## src/rtl/pwm_dac_out_if.sv

```systemverilog
// Sample/control bundle between a waveform generator and the PWM DAC stage.
// The generator (master) supplies samples and gain; the DAC (slave) returns
// the one-cycle request used to advance the generator once per PWM period.
interface pwm_dac_out_if #(
  parameter int unsigned DATA_W = 8,
  parameter int unsigned AMP_W  = 5
);
  logic              en;
  logic [DATA_W-1:0] sample_in;
  logic [AMP_W-1:0]  amplitude;
  logic              sample_req;

  modport master (output en, output sample_in, output amplitude, input sample_req);
  modport slave  (input en, input sample_in, input amplitude, output sample_req);
endinterface

```

## src/rtl/pwm_dac_out.sv

```systemverilog
// PWM DAC output stage: scales a signed sample by amplitude/16, converts it
// to offset-binary and drives a single PWM pin with period 2^DATA_W clocks.
// The duty value only changes at period boundaries, so the pin never glitches.
module pwm_dac_out #(
  parameter int unsigned DATA_W = 8,
  parameter int unsigned AMP_W  = 5
) (
  input  logic              clk,
  input  logic              rst_n,
  pwm_dac_out_if.slave      bus,
  output logic              pwm_out,
  output logic [DATA_W-1:0] duty
);

  localparam int unsigned       PW        = DATA_W + AMP_W + 1;
  localparam logic [DATA_W-1:0] CNT_LAST  = '1;
  localparam logic [DATA_W-1:0] CNT_CAP   = CNT_LAST - DATA_W'(1);
  // Request is registered, so it is launched one count early to be high
  // exactly during the cycle cnt == CNT_LAST-2.
  localparam logic [DATA_W-1:0] CNT_REQ_D = CNT_LAST - DATA_W'(3);
  localparam logic [DATA_W-1:0] MIDSCALE  = {1'b1, {(DATA_W-1){1'b0}}};
  localparam logic [AMP_W-1:0]  AMP_FULL  = AMP_W'(16);

  typedef enum logic {HOLD, RUN} phase_t;

  phase_t              phase;
  logic [DATA_W-1:0]   cnt;
  logic [DATA_W-1:0]   s_q;
  logic [AMP_W-1:0]    a_q;
  logic signed [PW-1:0] s_ext;
  logic signed [PW-1:0] a_ext;
  logic signed [PW-1:0] prod;
  logic [DATA_W-1:0]   scaled;

  // Run/hold phase follows the enable directly.
  always_comb begin
    phase = bus.en ? RUN : HOLD;
  end

  // Period counter, sample request and PWM pin; all quiet while held.
  always_ff @(posedge clk or negedge rst_n) begin
    if (!rst_n) begin
      cnt            <= '0;
      bus.sample_req <= 1'b0;
      pwm_out        <= 1'b0;
    end else if (phase == RUN) begin
      cnt            <= cnt + DATA_W'(1);
      bus.sample_req <= (cnt == CNT_REQ_D);
      pwm_out        <= (cnt < duty);
    end else begin
      bus.sample_req <= 1'b0;
      pwm_out        <= 1'b0;
    end
  end

  // Capture sample and saturated gain once per period, one cycle before the load.
  always_ff @(posedge clk or negedge rst_n) begin
    if (!rst_n) begin
      s_q <= '0;
      a_q <= '0;
    end else if (phase == RUN && cnt == CNT_CAP) begin
      s_q <= bus.sample_in;
      a_q <= (bus.amplitude > AMP_FULL) ? AMP_FULL : bus.amplitude;
    end
  end

  // Signed scale by a_q/16 with floor rounding; gain <= 1 so no overflow.
  always_comb begin
    s_ext  = {{(PW-DATA_W){s_q[DATA_W-1]}}, s_q};
    a_ext  = {{(PW-AMP_W){1'b0}}, a_q};
    prod   = s_ext * a_ext;
    scaled = DATA_W'(prod >>> 4);
  end

  // Load the new offset-binary duty at the period boundary.
  always_ff @(posedge clk or negedge rst_n) begin
    if (!rst_n) begin
      duty <= MIDSCALE;
    end else if (phase == RUN && cnt == CNT_LAST) begin
      duty <= {~scaled[DATA_W-1], scaled[DATA_W-2:0]};
    end
  end

endmodule

```

## src/flat_wrapper.sv

```systemverilog
// flat-port wrapper written by rule: the top's interface ports become plain ports
module pwm_dac_out_flat 
#(
  parameter int unsigned DATA_W = 8,
  parameter int unsigned AMP_W  = 5
)
  (clk, rst_n, pwm_out, duty, bus_en, bus_sample_in, bus_amplitude, bus_sample_req);
  pwm_dac_out_if #(.DATA_W(DATA_W), .AMP_W(AMP_W)) bus_i ();
  input  logic clk;
  input  logic rst_n;
  output logic pwm_out;
  output logic [DATA_W-1:0] duty;
  input wire logic [$bits(bus_i.en)-1:0] bus_en;
  input wire logic [$bits(bus_i.sample_in)-1:0] bus_sample_in;
  input wire logic [$bits(bus_i.amplitude)-1:0] bus_amplitude;
  output wire logic [$bits(bus_i.sample_req)-1:0] bus_sample_req;
  assign bus_i.en = bus_en;
  assign bus_i.sample_in = bus_sample_in;
  assign bus_i.amplitude = bus_amplitude;
  assign bus_sample_req = bus_i.sample_req;
  pwm_dac_out #(.DATA_W(DATA_W), .AMP_W(AMP_W)) u_core (.clk(clk), .rst_n(rst_n), .bus(bus_i), .pwm_out(pwm_out), .duty(duty));
endmodule
```

## config.mk

```make
export PLATFORM = sky130hd
export DESIGN_NAME = pwm_dac_out_flat
export DESIGN_NICKNAME = d
export VERILOG_FILES = /design/src/rtl/pwm_dac_out_if.sv /design/src/rtl/pwm_dac_out.sv /design/src/flat_wrapper.sv
export SDC_FILE = /design/constraint.sdc
export NUM_CORES = 1
export LEC_CHECK = 0
export BUFFER_PORTS_ARGS = -buffer_cell sky130_fd_sc_hd__buf_2
export CAP_MARGIN = 0
export CORE_MARGIN = 1.5
export CORE_UTILIZATION = 45
export CTS_CLUSTER_SIZE = 12
export DETAILED_ROUTE_END_ITERATION = 10
export PLACE_DENSITY_LB_ADDON = 0.1
export SLEW_MARGIN = 25
export SYNTH_ARGS = -nofsm -noshare
export SYNTH_HDL_FRONTEND = slang
export SYNTH_SLANG_ARGS = --single-unit
```

## constraint.sdc

```tcl
create_clock -name clk -period 4 [get_ports clk]
set_input_delay 0.8 -clock clk [delete_from_list [all_inputs] [get_ports clk]]
set_output_delay 0.8 -clock clk [all_outputs]
set_load 0.05 [all_outputs]
```

==> results of run 1 <==
critical path: stages, from the launching register on:
cell and delay (ps):
dfrtp_1 500, nand2_1 120, fa_1 570, fa_1 440, fa_1 550, inv_1 40, ha_1 330, a21oi_1 170
o21ai_2 110, a2111oi_2 400, o21bai_2 90, xnor2_1 130, o21ai_1 70
cell usage in the layout (no fill, tap or decap), types with 2 or more instances in the layout:
| cell | n |
|---|---|
| o21ai_1 | 5 |
| xnor2_1 | 13 |
| nand4_1 | 4 |
| mux2_2 | 8 |
| nand2_1 | 34 |
| dfrtp_1 | 30 |
| nand3_1 | 2 |
| a21oi_1 | 6 |
| xor2_1 | 7 |
| and2_1 | 13 |
| nor2b_1 | 2 |
| ha_1 | 27 |
| clkbuf_8 | 6 |
| fa_1 | 22 |
| nand2b_1 | 5 |
| o21ai_0 | 10 |
| a21o_1 | 3 |
| nor2_1 | 10 |
| buf_2 | 25 |
| inv_1 | 51 |
| mux2_4 | 2 |
| and2_2 | 7 |
logic make-up after synthesis:
logic type / count (synthesis) / synth area share
simple gates: 83 / 0.159
buf+inv: 59 / 0.0937
fa+ha+maj: 49 / 0.286
flops: 31 / 0.285
compound gates: 30 / 0.0676
xor+xnor: 20 / 0.0643
mux: 10 / 0.0441
where the power goes:
part           switching, mW  total (mW)  internal [mW]  leakage (nW)
clock network          0.126       0.327          0.202        0.0612
logic                 0.0827       0.160         0.0768          1.06
registers             0.0533       0.403          0.350         0.413
total                  0.261       0.890          0.628          1.54
sequential cells by signal (all words and copies together) (netlist names):
signal	flops
u_core.duty	8
u_core.bus.sample_req	1
u_core.s_q	8
u_core.a_q	5
u_core.cnt	8
u_core.pwm_out	1
metal layers:
| layer | up-vias | global-route usage | wire length [um] |
|---|---|---|---|
| li1 | 929 | - | - |
| met1 | 841 | 0.215 | 2230 |
| met2 | 23 | 0.287 | 2300 |
| met3 | 4 | 0.0348 | 135 |
| met4 | 0 | 0.0517 | 57 |
| met5 | - | 0 | 0 |
stage by stage:
step / area (um^2) / hold slack (ps)
2_1_floorplan: 2720 / 470
3_3_place_gp: 2880 / 459
3_5_place_dp: 2880 / 464
4_1_cts: 3000 / 475
5_1_grt: 3000 / 519
6_report: 3000 / 480
cell type report:
cell class,count,area (um^2)
clock buffer,6,82.6
clock inverter,2,35.0
fill,564,2890
inverter,51,191
multi-input combinational,192,1690
sequential,31,777
tap,75,93.8
timing repair buffer,25,125
worst min-delay path by stage:
stage / startpoint / endpoint / slack (ps) / cells past startpoint
floorplan: u_core.cnt[7]$_DFFE_PN0P_ / u_core.cnt[7]$_DFFE_PN0P_ / 470 / 1
global placement: u_core.duty[7]$_DFFE_PN1P_ / u_core.duty[7]$_DFFE_PN1P_ / 460 / 2
detailed placement: u_core.duty[7]$_DFFE_PN1P_ / u_core.duty[7]$_DFFE_PN1P_ / 460 / 2
CTS: u_core.duty[7]$_DFFE_PN1P_ / u_core.duty[7]$_DFFE_PN1P_ / 470 / 2
global route: u_core.duty[7]$_DFFE_PN1P_ / u_core.duty[7]$_DFFE_PN1P_ / 520 / 2
finish: u_core.duty[7]$_DFFE_PN1P_ / u_core.duty[7]$_DFFE_PN1P_ / 480 / 2
==> reports/qor.txt, run 1 <==
Outcome: finished, final reports clean
CTS Hold Bufs: 0
Top FF cell, synth: dfrtp_1
Max Clk Rate: 275 MHz
Pre-CTS WS: 348 ps
Die Width: 80.8 um
Worst slew pin tran: 713 ps
Synthesized area per cell: 9.65 um^2
Post-CTS sizing: 0
R2R Path Start: u_core.a_q[2]$_DFFE_PN0P_
Number of synthesized register bits: 31
Nets@finish: 371
CP arrival: 3800 ps
Placed Cells: 374
Seq/Total Area, Yosys: 0.285
EDFF count, synth: 0
Final setup margin: 361 ps
Diode count: 0
Worst path required time: 4160 ps
Final hold violation count: 0
Post-route ant nets: 0
Hpwl dp: 3.78 mm
RSZ-0062 raised after global routing: false
Share of cells above drive strength 1: 0.186
First-pass GRT wire length: 8.28 mm
Critical path class: register to register
Worst r2r dst: u_core.duty[6]$_DFFE_PN0P_
Cell accounting for the most synthesized area: dfrtp_1
Grt ovf: 0
Critical path fanouts, max: 9
Initial Utilization: 0.463
Count leader, synth: inv_1
Reg clk slew, reported paths: 70 ps
Total Wirelength: 4.72 mm
Clock root buffer: clkbuf_8
Leakage power: 1.54 nW
Synth top area share: 0.276
Placer Congestion: 0.780
Min Tclk post-route: 3640 ps
TritonCTS clock tree: yes
DR WL/cell: 12.4 um
DRC: 0
Vias in the first global route: 1,813
Relative slew slack: 0.525
H-tree depth: 2
Via density per instance: 4.70
R2r setup slk: 360 ps
Non-Filler Instances: 382
Post-synth cell types: 36
Postcts setup bufs: 0
Number of placement rows: 28
Commonest cells in the synthesized netlist: 51 x inv_1, 34 x nand2_1, 30 x dfrtp_1
CP endpoint kind: register
Crit start category: register
Post-synth net total: 347
1st-pass router iterations: 4
Num CTS Buffers: 5
Area of the core: 5890 um^2
Fraction of registers with async set/reset: 1.00
Pin count of the biggest net entering global routing: 32
I/O pins: 26
Overall Global Routing Usage: 0.169
Synthesized area: 2720 um^2
Number of max-cap violations: 0
Full die area: 6530 um^2
Via count: 1,797
Reg2reg path depth: 12
Mapped Cells: 282
HP Class: register to register
Slew Viols, Final: 0
Synth warn: 0
Chip height: 80.8 um
Layout area overhead: 10.0%
# port buffers: 25
Worst setup path endpoint: u_core.duty[6]$_DFFE_PN0P_
Final setup viols: 0
Clock Latency Late Sink: 280 ps
VDD IR max: 149 uV
Power Total: 0.890 mW
CTS sink cnt: 31
Clock skew: 4.44 ps
Initial DRC Count: 57
PD cells: 297 nW/um^2
Final period util: 0.910
Setup tns final: 0 ps
Critical path origin: u_core.a_q[2]$_DFFE_PN0P_
Fin util: 0.509
Initial antenna violation count: 0
CTS Buffer Depth: 2
Top cells by area, synth: dfrtp_1 28%, fa_1 16%, ha_1 12%, inv_1 7.0%, nand2_1 4.7%
No activity file was read; power rests on OpenSTA's default activity.
==> run 2: changes to the inputs <==
==> constraint.sdc (replaced) <==
create_clock -name clk -period 3 [get_ports clk]
set_input_delay 0.6 -clock clk [delete_from_list [all_inputs] [get_ports clk]]
set_output_delay 0.6 -clock clk [all_outputs]
set_load 0.05 [all_outputs]
==> reports/qor.txt, run 2 (synthesis results as in run 1) <==
Largest regs: u_core.cnt (8), u_core.duty (8), u_core.s_q (8)
CP arrival: 3510 ps
Crit start category: register
Commonest non-fill, non-tap cell in the layout: inv_1
Pre-CTS WS: -450 ps
Clock root buffer: clkbuf_8
Fin util: 0.569
TritonCTS clock tree: yes
First-pass GRT wire length: 8.54 mm
Full die area: 6530 um^2
CP endpoint kind: register
Overall Global Routing Usage: 0.172
Initial DRC Count: 67
Post-route ant nets: 0
Clock Latency Late Sink: 280 ps
DRC: 0
Chip height: 80.8 um
Non-Filler Instances: 411
Min Tclk post-route: 3310 ps
Postcts setup bufs: 0
Final setup viols: 7
Final hold violation count: 0
Worst path required time: 3200 ps
Area of the core: 5890 um^2
Share of cells above drive strength 1: 0.339
CTS sink cnt: 31
Layout area overhead: 23.1%
Layout fillers: 546
Num CTS Buffers: 5
Number of placement rows: 28
Max Clk Rate: 302 MHz
1st-pass router iterations: 4
Failing checks: setup timing
Via density per instance: 4.70
Placer Congestion: 0.753
Relative slew slack: 0.527
# port buffers: 25
CTS Buffer Depth: 2
Leading cell types in the layout, fill and taps excluded: 48 x inv_1, 29 x nand2_1, 29 x buf_4
Slew Viols, Final: 0
Initial Utilization: 0.463
PD cells: 324 nW/um^2
Final period util: 1.10
Via count: 1,930
Pin count of the biggest net entering global routing: 32
Critical path fanouts, max: 7
Clock skew: 6.26 ps
Initial antenna violation count: 0
Reg clk slew, reported paths: 70 ps
H-tree depth: 2
Leakage power: 1.69 nW
Critical path class: register to register
HP Class: primary input to asynchronous set/reset pin
Die Width: 80.8 um
Outcome: finished, violations left
Total Wirelength: 5.05 mm
RSZ-0062 raised after global routing: true
I/O pins: 26
CTS Hold Bufs: 0
Number of max-cap violations: 0
Final setup margin: -314 ps
Placed Cells: 404
DR WL/cell: 12.3 um
Vias in the first global route: 1,943
VDD IR max: 232 uV
Nets@finish: 401
Worst slew pin tran: 709 ps
Diode count: 0
Grt ovf: 0
Hpwl dp: 4.11 mm
run 2: cell count changes in the layout (fill, tap and decap cells not counted), sizes merged:
| cell | before | now |
|---|---|---|
| buf | 25 | 55 |
| bufinv | 1 | 0 |
run 2: routing by layer:
layer | wire length (um) | vias up | GRT usage
met2 | 2650 | 23 | 0.316
met3 | 110 | 2 | 0.0337
met5 | 0 | - | 0
met1 | 2260 | 917 | 0.205
li1 | - | 988 | -
met4 | 26 | 0 | 0.0414
run 2: final cells by class:
type | instances | area, um^2 | share of cell area
clock inverter | 1 | 5.00 | 0.00149
inverter | 51 | 191 | 0.0571
multi-input combinational | 192 | 1840 | 0.549
sequential | 31 | 783 | 0.234
clock buffer | 6 | 82.6 | 0.0246
timing repair buffer | 55 | 354 | 0.106
tap | 75 | 93.8 | 0.0280
run 2: stage by stage:
step                hold WS [ps]  TNS, ps  power [mW]  instance area (um^2)
finish                       366    -1380        1.09                  3350
global route                 425    -2640        1.16                  3350
CTS                          387    -1460        1.11                  3320
detailed placement           465    -2010       0.760                  3180
global placement             462    -1600       0.752                  3180
floorplan                    304     -824       0.688                  2810
run 2: worst max-delay path, cell delays in order, from the launching register on:
cell,delay (ps)
dfrtp_2,430
buf_4,130
nand2_1,50
fa_1,480
inv_1,50
fa_1,470
inv_1,50
fa_1,520
inv_1,40
ha_1,290
nand3_1,100
o22ai_2,210
nor4_1,70
a21oi_1,150
xnor2_1,130
o21ai_1,70
run 2: worst paths after layout:
check / startpoint / to / slack, ps / depth (start not counted)
max in group asynchronous: rst_n / u_core.a_q[1]$_DFFE_PN0P_ / 2120 / 1
worst min-delay path: rst_n / u_core.pwm_out$_DFF_PN0_ / 370 / 1
worst min register to register: u_core.duty[7]$_DFFE_PN1P_ / u_core.duty[7]$_DFFE_PN1P_ / 470 / 2
worst max register to register: u_core.a_q[2]$_DFFE_PN0P_ / u_core.duty[7]$_DFFE_PN1P_ / -310 / 15
min in group clk: u_core.duty[7]$_DFFE_PN1P_ / u_core.duty[7]$_DFFE_PN1P_ / 470 / 2
worst max-delay path: u_core.a_q[2]$_DFFE_PN0P_ / u_core.duty[7]$_DFFE_PN1P_ / -310 / 15
run 2: power breakdown:
group          leakage [nW]  internal (mW)  switching [mW]
logic                  1.24          0.101           0.108
registers             0.404          0.467          0.0708
clock network        0.0470          0.180           0.160
total                  1.69          0.747           0.339
run 2: repair_timing:
item / 4_1_cts / 5_1_grt
pin swaps: 12 / 8
gates resized for setup: 16 / 5
setup endpoints to repair: 8 / 8
==> run 3: changes to the inputs <==
--- a/config.mk
+++ b/config.mk
@@ -11,7 +11,8 @@
 export CORE_UTILIZATION = 45
 export CTS_CLUSTER_SIZE = 12
 export DETAILED_ROUTE_END_ITERATION = 10
-export PLACE_DENSITY_LB_ADDON = 0.1
+export PLACE_DENSITY = 0.72
+export RECOVER_POWER = 50
 export SLEW_MARGIN = 25
 export SYNTH_ARGS = -nofsm -noshare
 export SYNTH_HDL_FRONTEND = slang
==> reports/qor.txt, run 3 (synthesis results as in run 1) <==
Final hold violation count: 0
Outcome: finished, violations left
Commonest non-fill, non-tap cell in the layout: inv_1
Final period util: 1.15
Full die area: 6530 um^2
H-tree depth: 2
Post-route ant nets: 0
VDD IR max: 314 uV
Clk pwr share: 0.364
Most frequent cell on the critical path: fa_1
Num CTS Buffers: 5
Failing checks: capacitance limit, slew limit, setup timing
Max Clk Rate: 291 MHz
Slew Viols, Final: 32
Number of max-cap violations: 1
Switch share: 0.288
Die Width: 80.8 um
PD cells: 339 nW/um^2
Net Sw Power: 0.338 mW
Reg clk slew, reported paths: 70 ps
CP endpoint kind: register
Logic gate share of total power: 0.177
Area of the core: 5890 um^2
DRC: 0
DR WL/cell: 12.6 um
First-pass GRT wire length: 9.32 mm
TritonCTS clock tree: yes
I/O pins: 26
Initial Utilization: 0.463
Clock Latency Late Sink: 280 ps
Via count: 1,999
Largest regs: u_core.cnt (8), u_core.duty (8), u_core.s_q (8)
Fin util: 0.588
Hpwl dp: 4.09 mm
Via density per instance: 4.79
Vias in the first global route: 2,186
Initial antenna violation count: 0
Crit start category: register
Grt ovf: 0
Total Wirelength: 5.24 mm
Relative slew slack: -0.121
CP Cell Sequence: buf_6 > nand2_4 > fa_1 > fa_1 > fa_1 > inv_2 > ha_4 > a21oi_2 > o21ai_2 > a2111oi_4 > o21bai_2 > xnor2_1 > o21ai_1
Worst slew pin tran: 1680 ps
# port buffers: 25
Clock skew: 3.70 ps
Initial DRC Count: 61
Leading cell types in the layout, fill and taps excluded: 45 x inv_1, 31 x buf_4, 28 x nand2_1
1st-pass router iterations: 4
Nets@finish: 406
Overall Global Routing Usage: 0.186
Diode count: 0
Power Internal: 0.836 mW
RSZ-0062 raised after global routing: true
Critical path class: register to register
Clock root buffer: clkbuf_8
Min Hold Slack: 478 ps
Leakage power: 1.75 nW
Post-Place Cell Area: 3150 um^2
Placer Congestion: 0.782
Sequential power share: 0.459
Worst path required time: 3160 ps
Layout area overhead: 27.1%
Critical path fanouts, max: 5
Min Tclk post-route: 3440 ps
Crit-path slowest cell: fa_1
Share of cells above drive strength 1: 0.365
CP arrival: 3590 ps
Chip height: 80.8 um
CTS Buffer Depth: 2
Slowest cell delay on critical path: 570 ps
Final setup viols: 6
Post-route cell area: 3460 um^2
CTS sink cnt: 31
Pin count of the biggest net entering global routing: 32
Number of placement rows: 28
Final setup margin: -435 ps
HP Class: register to register
[run 3: power by group through the flow]
stage                     combinational [mW]  sequential (mW)  clock (mW)
after detailed placement               0.212            0.546           0
after floorplan                        0.144            0.544           0
final                                  0.208            0.539       0.427
after global placement                 0.202            0.542           0
after global routing                   0.246            0.547       0.459
after CTS                              0.214            0.538       0.444
[run 3: critical path: cells and delay by family, from the launching register on]
family | cells | cell delay, ps
buffers and inverters | 2 | 170
adder cells (fa/ha/maj) | 4 | 1780
flip-flops | 1 | 430
XOR/XNOR | 1 | 140
AO/OA/AOI/OAI | 5 | 750
AND/OR/NAND/NOR | 1 | 40
[run 3: worst paths after layout]
path	from	end	slack (ps)	depth (start not counted)
worst max-delay path	u_core.a_q[0]$_DFFE_PN0P_	u_core.duty[6]$_DFFE_PN0P_	-440	13
worst max register to register	u_core.a_q[0]$_DFFE_PN0P_	u_core.duty[6]$_DFFE_PN0P_	-440	13
min in group asynchronous	rst_n	u_core.pwm_out$_DFF_PN0_	740	1
max in group asynchronous	rst_n	u_core.s_q[7]$_DFFE_PN0P_	1160	1
worst min register to register	u_core.duty[7]$_DFFE_PN1P_	u_core.duty[7]$_DFFE_PN1P_	480	2
worst min-delay path	u_core.duty[7]$_DFFE_PN1P_	u_core.duty[7]$_DFFE_PN1P_	480	2
[run 3: stage by stage]
stage	instances	total power, mW	TNS, ps	setup slack, ps
after detailed placement	401	0.758	-2370	-546
after floorplan	282	0.688	-824	-236
final	417	1.17	-1930	-435
after global placement	401	0.744	-1780	-367
after global routing	417	1.25	-2870	-535
after CTS	416	1.20	-1990	-446
[run 3: cell type report]
cell class	count	area, um^2
Fill cell	521	2430
Inverter	51	191
Clock buffer	6	82.6
Sequential cell	31	783
Tap cell	75	93.8
Multi-Input combinational cell	192	1870
Clock inverter	2	35.0
Timing Repair Buffer	60	400
[run 3: metal layers]
metal,GRT usage,wire [um],vias up
met5,0,0,-
met4,0.0638,99,0
met3,0.0371,153,11
met2,0.345,2720,32
met1,0.212,2270,956
li1,-,-,1000
[run 3: what timing repair did]
| item | 4_1_cts | 5_1_grt |
|---|---|---|
| endpoints found under the setup margin | 8 | 8 |
| pin swaps | 20 | 6 |
| gates resized for setup | 25 | 7 |
| setup buffers | 7 | 1 |
| cloned | 0 | 0 |
| hold buffers | 0 | 0 |
